--- src/rtl/demux_dest_if.sv ---
// Word/handshake bundle between the VC mux output, demux_dest and the two destination consumers.
// Carries drop_count only when DEMUX_DROP_CNT_EN is defined.
interface demux_dest_if #(
  parameter int BITNUMBER = 5
);
  logic [BITNUMBER-1:0] data_in;
  logic                 valid_in;
  logic                 pop0;
  logic                 pop1;
  logic [BITNUMBER-1:0] data_out0;
  logic [BITNUMBER-1:0] data_out1;
  logic                 valid_out0;
  logic                 valid_out1;
  logic                 full0;
  logic                 full1;
  logic                 empty0;
  logic                 empty1;
  logic                 almost_full0;
  logic                 almost_full1;
`ifdef DEMUX_DROP_CNT_EN
  logic [7:0]           drop_count;

  modport master (
    output data_in, valid_in, pop0, pop1,
    input  data_out0, data_out1, valid_out0, valid_out1,
    input  full0, full1, empty0, empty1, almost_full0, almost_full1,
    input  drop_count
  );

  modport slave (
    input  data_in, valid_in, pop0, pop1,
    output data_out0, data_out1, valid_out0, valid_out1,
    output full0, full1, empty0, empty1, almost_full0, almost_full1,
    output drop_count
  );
`else
  modport master (
    output data_in, valid_in, pop0, pop1,
    input  data_out0, data_out1, valid_out0, valid_out1,
    input  full0, full1, empty0, empty1, almost_full0, almost_full1
  );

  modport slave (
    input  data_in, valid_in, pop0, pop1,
    output data_out0, data_out1, valid_out0, valid_out1,
    output full0, full1, empty0, empty1, almost_full0, almost_full1
  );
`endif
endinterface

--- src/rtl/demux_dest.sv ---
// Steers each valid word by its MSB into one of two small FIFOs with registered pop output.
// Optional feature: define DEMUX_DROP_CNT_EN to add a saturating overflow-drop counter (drop_count).
module demux_dest #(
  parameter int BITNUMBER = 5,
  parameter int DEPTH     = 4,
  parameter int PTRW      = 2
) (
  input  logic          clk,
  input  logic          reset,
  demux_dest_if.slave   bus
);
  localparam int NDEST = 2;
  localparam logic [PTRW:0] FULL_CNT  = (PTRW+1)'(DEPTH);
  localparam logic [PTRW:0] AFULL_CNT = (PTRW+1)'(DEPTH - 1);

  logic             dest_sel;
  logic [NDEST-1:0] pop_req;
  logic [NDEST-1:0] push_en;
  logic [NDEST-1:0] pop_en;
  logic [NDEST-1:0] full_w;
  logic [NDEST-1:0] empty_w;
  logic [NDEST-1:0] afull_w;
`ifdef DEMUX_DROP_CNT_EN
  logic [NDEST-1:0] drop_hit;
`endif

  assign dest_sel = bus.data_in[BITNUMBER-1];
  assign pop_req  = {bus.pop1, bus.pop0};

  generate
    for (genvar gi = 0; gi < NDEST; gi++) begin : g_fifo
      logic [BITNUMBER-1:0] mem [DEPTH];
      logic [PTRW-1:0]      wr_ptr_q, wr_ptr_d;
      logic [PTRW-1:0]      rd_ptr_q, rd_ptr_d;
      logic [PTRW:0]        count_q,  count_d;
      logic [BITNUMBER-1:0] dout_q;
      logic                 vout_q;
      logic                 sel;

      assign sel          = bus.valid_in && (dest_sel == 1'(gi));
      assign full_w[gi]   = (count_q == FULL_CNT);
      assign empty_w[gi]  = (count_q == '0);
      assign afull_w[gi]  = (count_q >= AFULL_CNT);
      assign pop_en[gi]   = pop_req[gi] && !empty_w[gi];
      // A pop on a full FIFO frees the slot in the same edge, so the push still lands.
      assign push_en[gi]  = sel && (!full_w[gi] || pop_en[gi]);
`ifdef DEMUX_DROP_CNT_EN
      assign drop_hit[gi] = sel && full_w[gi] && !pop_en[gi];
`endif

      always_comb begin
        wr_ptr_d = wr_ptr_q;
        rd_ptr_d = rd_ptr_q;
        count_d  = count_q;
        if (push_en[gi]) begin
          wr_ptr_d = wr_ptr_q + 1'b1;
        end
        if (pop_en[gi]) begin
          rd_ptr_d = rd_ptr_q + 1'b1;
        end
        case ({push_en[gi], pop_en[gi]})
          2'b10:   count_d = count_q + 1'b1;
          2'b01:   count_d = count_q - 1'b1;
          default: count_d = count_q;
        endcase
      end

      always_ff @(posedge clk) begin
        if (push_en[gi]) begin
          mem[wr_ptr_q] <= bus.data_in;
        end
      end

      always_ff @(posedge clk) begin
        if (!reset) begin
          wr_ptr_q <= '0;
          rd_ptr_q <= '0;
          count_q  <= '0;
          dout_q   <= '0;
          vout_q   <= 1'b0;
        end else begin
          wr_ptr_q <= wr_ptr_d;
          rd_ptr_q <= rd_ptr_d;
          count_q  <= count_d;
          vout_q   <= pop_en[gi];
          // Read-before-write: on full push+pop the old word at rd_ptr is returned.
          if (pop_en[gi]) begin
            dout_q <= mem[rd_ptr_q];
          end
        end
      end
    end
  endgenerate

  assign bus.data_out0    = g_fifo[0].dout_q;
  assign bus.data_out1    = g_fifo[1].dout_q;
  assign bus.valid_out0   = g_fifo[0].vout_q;
  assign bus.valid_out1   = g_fifo[1].vout_q;
  assign bus.full0        = full_w[0];
  assign bus.full1        = full_w[1];
  assign bus.empty0       = empty_w[0];
  assign bus.empty1       = empty_w[1];
  assign bus.almost_full0 = afull_w[0];
  assign bus.almost_full1 = afull_w[1];

`ifdef DEMUX_DROP_CNT_EN
  logic [7:0] drop_cnt_q, drop_cnt_d;

  always_comb begin
    drop_cnt_d = drop_cnt_q;
    if ((|drop_hit) && (drop_cnt_q != 8'hFF)) begin
      drop_cnt_d = drop_cnt_q + 8'd1;
    end
  end

  always_ff @(posedge clk) begin
    if (!reset) begin
      drop_cnt_q <= 8'd0;
    end else begin
      drop_cnt_q <= drop_cnt_d;
    end
  end

  assign bus.drop_count = drop_cnt_q;
`endif
endmodule

--- src/flat_wrapper.sv ---
// flat-port wrapper written by rule: the top's interface ports become plain ports
module demux_dest_flat 
#(
  parameter int BITNUMBER = 5,
  parameter int DEPTH     = 4,
  parameter int PTRW      = 2
)
  (clk, reset, bus_data_in, bus_valid_in, bus_pop0, bus_pop1, bus_data_out0, bus_data_out1, bus_valid_out0, bus_valid_out1, bus_full0, bus_full1, bus_empty0, bus_empty1, bus_almost_full0, bus_almost_full1);
  demux_dest_if #(.BITNUMBER(BITNUMBER)) bus_i ();
  input  logic clk;
  input  logic reset;
  input wire logic [$bits(bus_i.data_in)-1:0] bus_data_in;
  input wire logic [$bits(bus_i.valid_in)-1:0] bus_valid_in;
  input wire logic [$bits(bus_i.pop0)-1:0] bus_pop0;
  input wire logic [$bits(bus_i.pop1)-1:0] bus_pop1;
  output wire logic [$bits(bus_i.data_out0)-1:0] bus_data_out0;
  output wire logic [$bits(bus_i.data_out1)-1:0] bus_data_out1;
  output wire logic [$bits(bus_i.valid_out0)-1:0] bus_valid_out0;
  output wire logic [$bits(bus_i.valid_out1)-1:0] bus_valid_out1;
  output wire logic [$bits(bus_i.full0)-1:0] bus_full0;
  output wire logic [$bits(bus_i.full1)-1:0] bus_full1;
  output wire logic [$bits(bus_i.empty0)-1:0] bus_empty0;
  output wire logic [$bits(bus_i.empty1)-1:0] bus_empty1;
  output wire logic [$bits(bus_i.almost_full0)-1:0] bus_almost_full0;
  output wire logic [$bits(bus_i.almost_full1)-1:0] bus_almost_full1;
  assign bus_i.data_in = bus_data_in;
  assign bus_i.valid_in = bus_valid_in;
  assign bus_i.pop0 = bus_pop0;
  assign bus_i.pop1 = bus_pop1;
  assign bus_data_out0 = bus_i.data_out0;
  assign bus_data_out1 = bus_i.data_out1;
  assign bus_valid_out0 = bus_i.valid_out0;
  assign bus_valid_out1 = bus_i.valid_out1;
  assign bus_full0 = bus_i.full0;
  assign bus_full1 = bus_i.full1;
  assign bus_empty0 = bus_i.empty0;
  assign bus_empty1 = bus_i.empty1;
  assign bus_almost_full0 = bus_i.almost_full0;
  assign bus_almost_full1 = bus_i.almost_full1;
  demux_dest #(.BITNUMBER(BITNUMBER), .DEPTH(DEPTH), .PTRW(PTRW)) u_core (.clk(clk), .reset(reset), .bus(bus_i));
endmodule
--- config.mk ---
export PLATFORM = sky130hd
export DESIGN_NAME = demux_dest_flat
export DESIGN_NICKNAME = d
export VERILOG_FILES = /design/src/rtl/demux_dest_if.sv /design/src/rtl/demux_dest.sv /design/src/flat_wrapper.sv
export SDC_FILE = /design/constraint.sdc
export NUM_CORES = 1
export LEC_CHECK = 0
export CAP_MARGIN = 15
export CORE_ASPECT_RATIO = 0.5
export CORE_UTILIZATION = 30
export CTS_CLUSTER_SIZE = 14
export DETAILED_ROUTE_END_ITERATION = 6
export GPL_TIMING_DRIVEN = 0
export SLEW_MARGIN = 20
export SYNTH_ARGS = -nofsm -noshare
export SYNTH_HDL_FRONTEND = slang
export SYNTH_SLANG_ARGS = --single-unit
export TNS_END_PERCENT = 5
--- constraint.sdc ---
create_clock -name clk -period 2.35 [get_ports clk]
set_clock_uncertainty 0.2 [all_clocks]
set_input_delay 0.3525 -clock clk [delete_from_list [all_inputs] [get_ports clk]]
set_output_delay 0.3525 -clock clk [all_outputs]
set_load 0.01 [all_outputs]
After elaboration in Yosys (flattened, before gate mapping)
Memories as Yosys holds them, arrays and structs flattened. A register that Yosys moved wholly into a read port is not among the register bits.
Index checks and enable logic that the tools add are counted.
{"block": "classes", "n_reduce_logical": 18, "magnitude_cmp": 2, "addsub": 8, "bitwise": 1, "n_mux": 6, "n_eq_ne": 6}
{"operator": "3-bit case mux with 2 select lines", "count": 2}
{"operator": "2-bit by 1-bit adder with 2-bit output (second input constant)", "count": 4}
{"operator": "3-bit by 1-bit adder with 3-bit output (second input constant)", "count": 2}
{"operator": "3-bit == test (second input constant)", "count": 2}
{"operator": "3-bit by 2-bit >= comparator with 1-bit output (second input constant)", "count": 2}
{"operator": "1-bit logical AND", "count": 6}
{"operator": "1-bit logical NOT", "count": 6}
{"operator": "3-bit logical NOT", "count": 2}
{"operator": "3-bit by 1-bit subtractor with 3-bit output (second input constant)", "count": 2}
{"operator": "2-bit by 1-bit == test with 1-bit output (second input constant)", "count": 2}
{"operator": "2-bit == test (second input constant)", "count": 2}
{"operator": "1-bit two-way mux", "count": 4}
{"operator": "2-bit nonzero test", "count": 2}
{"operator": "1-bit logical OR", "count": 2}
{"operator": "1-bit NOT", "count": 1}
{"block": "totals", "ff_bits": 16, "input_bits": 10, "ram_bits": 40, "n_memories": 2}
{"memory": "u_core.g_fifo[0].mem", "words": 4, "word_bits": 5, "rd": 1, "rd_clocked_by_memory_dff": 1, "wr": 1, "line": "demux_dest.sv:32", "rtl": "logic [BITNUMBER-1:0] mem [DEPTH];"}
{"memory": "u_core.g_fifo[1].mem", "words": 4, "word_bits": 5, "rd": 1, "rd_clocked_by_memory_dff": 1, "wr": 1, "line": "demux_dest.sv:32"}

Logic depth before layout (Yosys ltp)
{"block": "depth", "word_depth": 7, "mapped_depth": 9}

Least setup slack after synthesis
No wires, ideal clock.
{"block": "synth_timing", "kind": "register to register", "from": "register u_core.g_fifo[1].count_q[2]", "to": "register u_core.g_fifo[1].count_q[2]", "period_less_slack_ns": 2.328, "path_stages_with_launch": 10, "setup_slack_ns": 0.022, "arrival_ns": 2.052, "path_cell_list": "dfxtp_1 -> nor3b_2 -> a21oi_4 -> inv_1 -> ha_1 -> inv_1 -> fa_1 -> xor2_1 -> or3_1 -> a21boi_0"}
{"block": "synth_via", "elab_cells_between_ends": 13}
{"item": "from (decl)", "line": "demux_dest.sv:35", "rtl": "logic [PTRW:0] count_q, count_d;"}
{"item": "from (signal assigned)", "line": "demux_dest.sv:84", "rtl": "count_q <= count_d;"}
{"item": "3-bit == test *", "line": "demux_dest.sv:41", "rtl": "assign full_w[gi] = (count_q == FULL_CNT);"}
{"item": "via bus_full1", "line": "flat_wrapper.sv:21", "rtl": "output wire logic [$bits(bus_i.full1)-1:0] bus_full1;"}
{"item": "1-bit logical NOT *", "line": "demux_dest.sv:46", "rtl": "assign push_en[gi] = sel && (!full_w[gi] || pop_en[gi]);"}
{"item": "1-bit logical OR *", "line": "demux_dest.sv:46"}
{"item": "1-bit logical AND *", "line": "demux_dest.sv:46"}
{"item": "2-bit by 1-bit == test with 1-bit output / 2-bit == test (equally long branches)", "line": "demux_dest.sv:61", "rtl": "case ({push_en[gi], pop_en[gi]})"}
{"item": "3-bit case mux with 2 select lines / 2-bit nonzero test (equally long branches)"}
The timed path passes the listed nets; every way through them passes the cells marked *.
A chain may end at the register's enable or synchronous reset.

Final worst setup path
{"block": "layout_timing", "from": "input bus_pop0", "to": "register u_core.g_fifo[0].count_q[2]"}
{"block": "layout_via", "elab_chain_cells": 5, "elab_cells_between_ends": 7}
{"item": "from (decl)", "line": "flat_wrapper.sv:14", "rtl": "input wire logic [$bits(bus_i.pop0)-1:0] bus_pop0;"}
{"item": "1-bit logical AND *", "line": "demux_dest.sv:44", "rtl": "assign pop_en[gi] = pop_req[gi] && !empty_w[gi];"}
{"item": "1-bit logical OR", "line": "demux_dest.sv:46"}
{"item": "1-bit logical AND", "line": "demux_dest.sv:46"}
{"item": "2-bit by 1-bit == test with 1-bit output / 2-bit == test (equally long branches)", "line": "demux_dest.sv:61"}
{"item": "3-bit case mux with 2 select lines / 2-bit nonzero test (equally long branches)"}
{"item": "to (signal assigned)", "line": "demux_dest.sv:84"}
{"item": "to (decl)", "line": "demux_dest.sv:35"}
Every way passes the cells marked *; elsewhere a longest branch is shown, timed or not.

==> flow_summary.toml <==
[yosys]
synth_top_area_cell = "edfxtp_1"
synth_seq_cells = 66
syn_nets = 223
syn_area_mm2 = 0.00287
yosysWarnings = 0
yosysTopAreaCellShare = 0.418
ys_seq_area_frac = 0.600
netlist_instances = 202
synth_area_leaders = "edfxtp_1 42%, dfxtp_1 18%, mux4_2 7.8%"
synth.avg_cell_area_um2 = 14.2
yosysUniqueCellTypes = 31

[sta]
hold_viol_final = 0
post-route-period-util = 0.968
finalHoldWorstSlack_ps = 247
fin_crit_ps = 2270
fmax_mhz = 440
fin_ws_ps = 75.9
setup_viol = 0
finalMaxSlewViolations = 0
slew_headroom = 0.647
worst_pin_slew_ps = 529

[placement]
detailedPlace.worstSlack_ps = -597
hpwl_um = 3750
gp_congestion = 0.719
port-buffer-count = 26

[floorplan]
core_mm2 = 0.00898
die-width_um = 140
die_h_um = 71.2
row_count = 24
design.die.area_mm2 = 0.00999
io_pins = 28
start_util = 0.320

[cells_and_area]
drive_gt1_frac = 0.193
area_delta_synth_final_pct = 25.8
diodes = 0
fin_nets = 265

[setup_path]
cp_slowest_cell = "clkdlybuf4s50_1"
crit_fanout = 10
r2r_setup_slack_ps = 100
required_ps = 2400
crit_family = "buffers and inverters"
worstSetupStartpointType = "input port"
crit_arrival_ps = 2330
worstPathCellList = "clkdlybuf4s50_1 -> o31a_1 -> buf_6 -> nand2_1 -> fa_1 -> and3_1 -> a21oi_2 -> mux2i_1"
cp-end-kind = "register"
critPathBufInv = 2
criticalPathCategory = "in -> reg"
slowest_delay_ps = 590

[clock_network]
hold_buffers = 0
path_clk_slew_ps = 60
h-tree-depth = 3
cts.sinks = 66
numCtsBuffers = 9
clock_latency_ps = 330
cts_buffer_depth = 2
cts_tree = "yes"
root_buffer = "clkbuf_16"

[global_route]
grt_max_degree = 15
grt_antenna_before_repair = 0
grt_pass1_wl_um = 8770
grt_overflow = 0
gr-usage-all-layers = 0.120
grt_pass1_vias = 1704

[power_and_ir_drop]
p_per_area_mw_per_mm2 = 1100
p_leak_nw = 1.25
vdd_drop_max_v = 0.000393

[detailed_routing]
ant_nets = 0
wl_per_cell_um = 14.6
route.vias.total = 1628
drt-initial-drc-count = 76
dr.pass1.iters = 4
viasPerCell = 4.45
wirelength_um = 5330
drc = 0

[flow_run]
drv_cap = 0

[min_path]
hp-class = "in -> reg"

[run_status]
outcome = "complete, no violations"
-- timing repair --
action / CTS / global route
pin swaps: 0 / 1
gates resized for setup: 5 / 2
setup endpoints to repair: 3 / 1
setup buffers: 1 / 4
-- kinds of logic after synthesis --
logic type	after synthesis	synth area share
buf+inv	21	0.0336
simple gates	59	0.119
fa+ha+maj	11	0.0532
compound gates	16	0.0540
flops	66	0.600
mux	20	0.113
xor+xnor	9	0.0275
-- path summary, 6_finish.rpt --
kind,from,to,cells after the start
max reg2reg,u_core.g_fifo[1].count_q[0],u_core.g_fifo[1].count_q[2],9
min reg2reg,u_core.bus.data_out0[4],u_core.bus.data_out0[4],2
max,bus_pop0,u_core.g_fifo[0].count_q[2],8
min,reset,u_core.bus.data_out0[2],2
-- synthesized netlist by cell type (all sizes together) --
cell type	instances
a221oi	1
o21ai	2
nor3	2
fa	2
mux2i	10
edfxtp	40
a21boi	6
and2	17
or3	1
o31a	2
clkbuf	5
nor2	4
nand2	19
mux4	10
nor2b	9
a21o	2
xnor2	7
xor2	2
nor3b	2
inv	12
dfxtp	26
and3	1
ha	9
buf	4
nand2b	4
a21oi	3
-- power by group --
group          total [mW]  internal, mW  switching [mW]
Combinational        1.19         0.652           0.535
Sequential           1.50          1.38           0.121
Clock                1.27         0.733           0.534
Total                3.96          2.77            1.19
-- sequential cells by signal, indices dropped and copies added, names as in the netlist --
signal,count
u_core.g_fifo.rd_ptr_q,4
u_core.g_fifo.wr_ptr_q,4
u_core.bus.valid_out1,1
u_core.bus.valid_out0,1
u_core.bus.data_out1,5
u_core.g_fifo.mem,40
u_core.g_fifo.count_q,6
u_core.bus.data_out0,5
-- area by class of cell --
class	count	area, µm²
flip-flops and latches	66	1730
fillers	810	5370
repair buffers	31	297
inverters	12	45.0
clock buffers	9	225
well taps	117	146
multi-input cells	115	1060
plain buffers	9	51.3
clock inverters	7	61.3
-- layout by cell type, fill, tap and decap left out, types with 2 or more instances in the layout --
cell             instances
nor2_1                   3
nand2_2                  2
nor2b_1                  8
nand2_1                 17
inv_6                    3
and2_1                  17
a21boi_0                 5
edfxtp_1                40
nor3_1                   2
o21ai_0                  2
mux2i_1                 10
buf_2                    2
dfxtp_2                  2
clkbuf_16                9
a21oi_4                  2
clkdlybuf4s50_1         25
buf_4                    5
fa_1                     2
ha_1                     9
a21o_1                   2
inv_1                   12
xor2_1                   2
dfxtp_1                 23
clkbuf_1                 5
mux4_2                  10
o31a_1                   2
nand2b_1                 4
buf_6                    2
xnor2_1                  7
clkinvlp_4               2
-- per-stage QoR --
stage               power, mW  std cells  setup TNS [ps]   util  instance area [µm²]
finish                   3.96        366               0  0.402                 3610
global route             4.18        366           -35.2  0.402                 3610
CTS                      3.98        362               0  0.399                 3580
detailed placement       2.69        345           -8210  0.365                 3280
global placement         2.65        345           -5020  0.365                 3280
floorplan                2.29        202               0      -                 2870
-- layer usage --
layer | track usage | vias to the layer above | wire (µm)
met5 | 0 | - | 0
met4 | 0.0403 | 0 | 36
met3 | 0.0548 | 2 | 315
met2 | 0.183 | 34 | 2380
met1 | 0.151 | 804 | 2600
li1 | - | 788 | -
No activity file was read; power rests on OpenSTA's default activity.
